**src/rtl/fetch_unit.sv**
```systemverilog
// Instruction fetch stage: owns the PC, drives instruction memory and the IF/ID register.
// Define FETCH_RAS_EN to build in a circular return-address stack for RET targets.
module fetch_unit #(
  parameter int unsigned   AW        = 16,
  parameter int unsigned   IW        = 16,
  parameter logic [AW-1:0] RESET_PC  = '0,
  parameter logic [IW-1:0] NOP_WORD  = IW'(16'hF000),
  parameter int unsigned   RAS_DEPTH = 4
) (
  input  logic          clk,
  input  logic          reset,
  input  logic          stall,
  input  logic          killF,
  input  logic [1:0]    PCSrc,
  input  logic          PCsrcJType,
  input  logic          RRSrc,
  input  logic [AW-1:0] branch_target,
  input  logic [AW-1:0] for_target,
  input  logic [AW-1:0] jump_target,
  input  logic [AW-1:0] reg_target,
  output logic [AW-1:0] imem_addr,
  input  logic [IW-1:0] imem_rdata,
  input  logic          imem_valid,
  output logic [IW-1:0] if_id_instr,
  output logic [AW-1:0] if_id_pc,
  output logic [AW-1:0] if_id_pc_plus1,
  output logic          if_id_valid,
  output logic          ras_overflow,
  output logic          ras_underflow
);

  logic [AW-1:0] pc_p0;
  logic [AW-1:0] pc_nxt;
  logic [AW-1:0] ret_target;
  logic [IW-1:0] instr_p1;
  logic [AW-1:0] pc_p1;
  logic [AW-1:0] pc1_p1;
  logic          vld_p1;

`ifdef FETCH_RAS_EN
  localparam int unsigned PW = (RAS_DEPTH > 1) ? $clog2(RAS_DEPTH) : 1;
  localparam int unsigned CW = $clog2(RAS_DEPTH + 1);

  logic [AW-1:0] ras_mem [RAS_DEPTH];
  logic [PW-1:0] ras_wp;
  logic [PW-1:0] ras_top;
  logic [CW-1:0] ras_cnt;
  logic          ras_push;
  logic          ras_pop;
  logic          ovf_q;
  logic          unf_q;

  // ras_wp is the next slot to write; the newest entry sits just below it
  assign ras_top  = (ras_wp == '0) ? PW'(RAS_DEPTH - 1) : ras_wp - PW'(1);
  assign ras_pop  = !stall && (PCSrc == 2'b11) && PCsrcJType;
  assign ras_push = !stall && RRSrc && !ras_pop;
  assign ret_target = (ras_cnt != '0) ? ras_mem[ras_top] : reg_target;

  always_ff @(posedge clk) begin
    if (reset) begin
      ras_wp  <= '0;
      ras_cnt <= '0;
      ovf_q   <= 1'b0;
      unf_q   <= 1'b0;
    end else if (ras_pop) begin
      if (ras_cnt == '0) begin
        unf_q <= 1'b1;
      end else begin
        ras_wp  <= ras_top;
        ras_cnt <= ras_cnt - CW'(1);
      end
    end else if (ras_push) begin
      ras_wp <= (ras_wp == PW'(RAS_DEPTH - 1)) ? '0 : ras_wp + PW'(1);
      if (ras_cnt == CW'(RAS_DEPTH)) begin
        ovf_q <= 1'b1;
      end else begin
        ras_cnt <= ras_cnt + CW'(1);
      end
    end
  end

  always_ff @(posedge clk) begin
    if (ras_push) begin
      ras_mem[ras_wp] <= pc1_p1;
    end
  end

  assign ras_overflow  = ovf_q;
  assign ras_underflow = unf_q;
`else
  logic unused_ras;

  assign unused_ras    = ^{RRSrc, 32'(RAS_DEPTH)};
  assign ret_target    = reg_target;
  assign ras_overflow  = 1'b0;
  assign ras_underflow = 1'b0;
`endif

  always_comb begin
    pc_nxt = pc_p0;
    if (!stall) begin
      case (PCSrc)
        2'b01:   pc_nxt = branch_target;
        2'b10:   pc_nxt = for_target;
        2'b11:   pc_nxt = PCsrcJType ? ret_target : jump_target;
        default: if (imem_valid) pc_nxt = pc_p0 + AW'(1);
      endcase
    end
  end

  // Stage p0: program counter
  always_ff @(posedge clk) begin
    if (reset) begin
      pc_p0 <= RESET_PC;
    end else begin
      pc_p0 <= pc_nxt;
    end
  end

  assign imem_addr = pc_p0;

  // Stage p1: IF/ID register
  always_ff @(posedge clk) begin
    if (reset) begin
      instr_p1 <= NOP_WORD;
      pc_p1    <= '0;
      pc1_p1   <= '0;
      vld_p1   <= 1'b0;
    end else if (!stall) begin
      if (killF || !imem_valid) begin
        instr_p1 <= NOP_WORD;
        pc_p1    <= '0;
        pc1_p1   <= '0;
        vld_p1   <= 1'b0;
      end else begin
        instr_p1 <= imem_rdata;
        pc_p1    <= pc_p0;
        pc1_p1   <= pc_p0 + AW'(1);
        vld_p1   <= 1'b1;
      end
    end
  end

  assign if_id_instr    = instr_p1;
  assign if_id_pc       = pc_p1;
  assign if_id_pc_plus1 = pc1_p1;
  assign if_id_valid    = vld_p1;

endmodule

```
**config.mk**
```make
export PLATFORM = sky130hd
export DESIGN_NAME = fetch_unit
export DESIGN_NICKNAME = d
export VERILOG_FILES = /design/src/rtl/fetch_unit.sv
export SDC_FILE = /design/constraint.sdc
export NUM_CORES = 1
export LEC_CHECK = 0
export ABC_AREA = 1
export ABC_CLOCK_PERIOD_IN_PS = 4220
export CAP_MARGIN = 25
export CORE_MARGIN = 4
export CORE_UTILIZATION = 27
export CTS_CLUSTER_DIAMETER = 80
export DETAILED_ROUTE_END_ITERATION = 8
export PLACE_DENSITY_LB_ADDON = 0.05
export SLEW_MARGIN = 20
export SYNTH_ARGS = -nofsm -noshare
export SYNTH_HDL_FRONTEND = slang
export SYNTH_SLANG_ARGS = --single-unit
```
**constraint.sdc**
```tcl
create_clock -name clk -period 4.22 [get_ports clk]
set_clock_uncertainty 0.05 [all_clocks]
set_input_delay 1.266 -clock clk [delete_from_list [all_inputs] [get_ports clk]]
set_output_delay 1.266 -clock clk [all_outputs]
set_load 0.005 [all_outputs]
```
==> impl_metrics.ini <==
[route]
ant_nets = 0
first_pass_iters = 4
drt-initial-drc-count = 144
drt_wl_total_mm = 11.3
routed_via_density = 4.72
post_drt_wl_per_cell_um = 14.4
vias = 3709
drc_errors = 0

[run]
maxCapViolations = 0

[floorplan]
io_pins = 156
initial_core_util = 0.275
coreArea_sq_um = 12000
dieWidth_um = 118
fp.dieH_um = 118
dieArea_sq_um = 14000
row_count = 40

[worst_setup_path]
cp_cell_sequence = clkdlybuf4s50_1 > inv_2 > nor2_1 > a21oi_1 > a21oi_1 > nand2_1 > a21oi_1
r2r-start = imem_addr[0]
reg2reg_slack_ns = 2.46
path_buf_inv = 2
cp.depth = 7
worst-setup-path-type = in -> reg
path_max_fanout = 16
cp-start-kind = input port
cp-end-kind = flip-flop
worstPathArrival_ns = 3.26
worstPathRequired_ns = 4.43
crit_slowest_cell = nor2_1
critPathMaxStageDelay_ns = 0.63
r2r.worst_path.cells = 8
startpoint = PCSrc[1]
regToRegEndpoint = imem_addr[8]
cpLargestDelayFamily = buffers and inverters
cp_common_cell = a21oi_1

[clock_network]
post-cts-setup-buffers = 0
clkLatencyLatePin_ns = 0.33
hold_buffers = 0
cts.sinks = 65
cts_tree = yes
root_buffer = clkbuf_16
numCtsBuffers = 9
path_clk_slew_ns = 0.05
htree_levels = 3
clock_path_buffers = 2
ctsResizeCount = 0

[hold_path]
min_path_type = reg -> reg
min_from = if_id_instr[9]
worstHoldPathCells = 2
min_to = if_id_instr[9]

[synthesis]
synth_area_leaders = dfxtp_1, nand2_1, a21oi_1
ys_seq_area_frac = 0.395
syn-mean-instance-area_sq_um = 6.66
synth_flop_cell = dfxtp_1
synth_cell_type_count = 28
synth_edf_count = 0
synth_commonest_cells = nand2_1, a21oi_1, dfxtp_1
ys_seq_elements = 65
synth_top_area_cell = dfxtp_1
synthArstFlopShare = 0
ys_warn_count = 0
yosysMostFrequentCell = nand2_1
synth_top_area_frac = 0.395
synthCells = 494
syn_area_sq_um = 3290

[place]
place_congestion = 0.813
dp_hpwl_mm = 8.50
dp_cells = 771
io_buffers = 152

[cells_and_area]
syn_to_final_growth_pct = 56.3
final_nets = 725
final_cells = 786
antenna_cells = 0
drive_gt1_frac = 0.0736

[outcome]
outcome = finished, final reports clean

[timing]
period_minus_slack_ns = 3.06
min_period_over_period = 0.724
worstMarginPinSlew_ns = 0.778
max_freq_mhz = 327
maxSlewViolCount = 0
setup_violations = 0
fin_tns_setup_ns = 0
rsz0062_at_grt = no
slew_headroom = 0.480
finalHoldViolCount = 0

[global_routing]
grt_max_degree = 43
grt_usage = 0.160
grt_pass1_vias = 3550
antenna_found_initial = 0
grt_pass1_wl_mm = 18.2
gr-total-overflow = 0

[power_and_ir_drop]
ir_drop_mv = 0.133
power.density_nw_per_um2 = 309
p_leak_nw = 1.87
-- layer usage --
layer / part of all wire / global-route usage
met1: 0.44 / 0.192
met2: 0.49 / 0.273
met3: 0.060 / 0.0488
met4: 0.019 / 0.0507
met5: 0 / 0
-- cells in the final DEF (no fill, tap or decap), drive strengths merged --
master / count
nand2: 173
clkdlybuf4s50: 150
a21oi: 87
dfxtp: 65
nor2: 53
o21ai: 25
inv: 23
nand3: 16
clkbuf: 12
buf: 6
xor2: 4
or2: 4
o22ai: 4
nand4: 3
o211ai: 3
nand3b: 2
xnor2: 2
conb: 2
clkinv: 2
a41oi: 1
ha: 1
clkinvlp: 1
-- power by group --
group          total, mW  internal, mW  switching [mW]
sequential         0.663         0.634          0.0292
combinational      0.259         0.142           0.116
clock              0.668         0.408           0.260
-- how the worst max path moves through the flow --
stage,slack (ns),endpoint
2_1_floorplan,1.97,imem_addr[10]
4_1_cts,1.15,imem_addr[15]
5_1_grt,0.93,imem_addr[13]
6_report,1.16,imem_addr[14]
3_3_place_gp,0.83,imem_addr[15]
3_5_place_dp,0.81,imem_addr[15]
-- area by class of cell --
type	instances	area [sq um]
Inverter	23	86.3
Clock buffer	12	246
Timing Repair Buffer	156	1540
Clock inverter	3	17.5
Fill cell	1275	6820
Sequential cell	65	1300
Multi-Input combinational cell	380	1770
Tap cell	147	184
-- worst reg2reg max path, stage by stage (launching register included) --
cell and delay [ns]:
dfxtp_1 0.49, ha_1 0.26, nand3_2 0.15, inv_2 0.13, nand2_2 0.07, xor2_1 0.26
nand2_1 0.08, nand2_1 0.06, a21oi_1 0.06
-- logic make-up (layout without fill, tap and decap cells) --
family                     after synthesis  count (layout)  share of synthesized area
and+or+nand+nor                        251             251                      0.310
AOI/OAI and AO/OA                      120             120                      0.206
buffers and inverters                   50             194                     0.0684
other                                    1               2                    0.00114
xor gates and xnor gates                 6               6                     0.0160
DFF                                     65              65                      0.395
adders and majority gates                1               1                    0.00380
-- registers in the layout, indices dropped and copies added, names as in the netlist --
register,cells
if_id_instr,16
if_id_pc,16
if_id_valid,1
if_id_pc_plus1,16
imem_addr,16
-- per-stage QoR --
| stage | area, sq um | setup WS (ns) | total power, mW | hold WS, ns | utilization |
|---|---|---|---|---|---|
| 5_1_grt | 5150 | 0.932 | 1.67 | 0.430 | 0.430 |
| 4_1_cts | 5150 | 1.15 | 1.62 | 0.409 | 0.430 |
| 2_1_floorplan | 3300 | 1.97 | 0.784 | 0.403 | - |
| 3_3_place_gp | 4880 | 0.827 | 0.936 | 0.392 | 0.408 |
| 3_5_place_dp | 4880 | 0.810 | 0.938 | 0.401 | 0.408 |
| 6_report | 5150 | 1.16 | 1.59 | 0.409 | 0.430 |
Note: power is estimated with default switching activity, not from simulation.
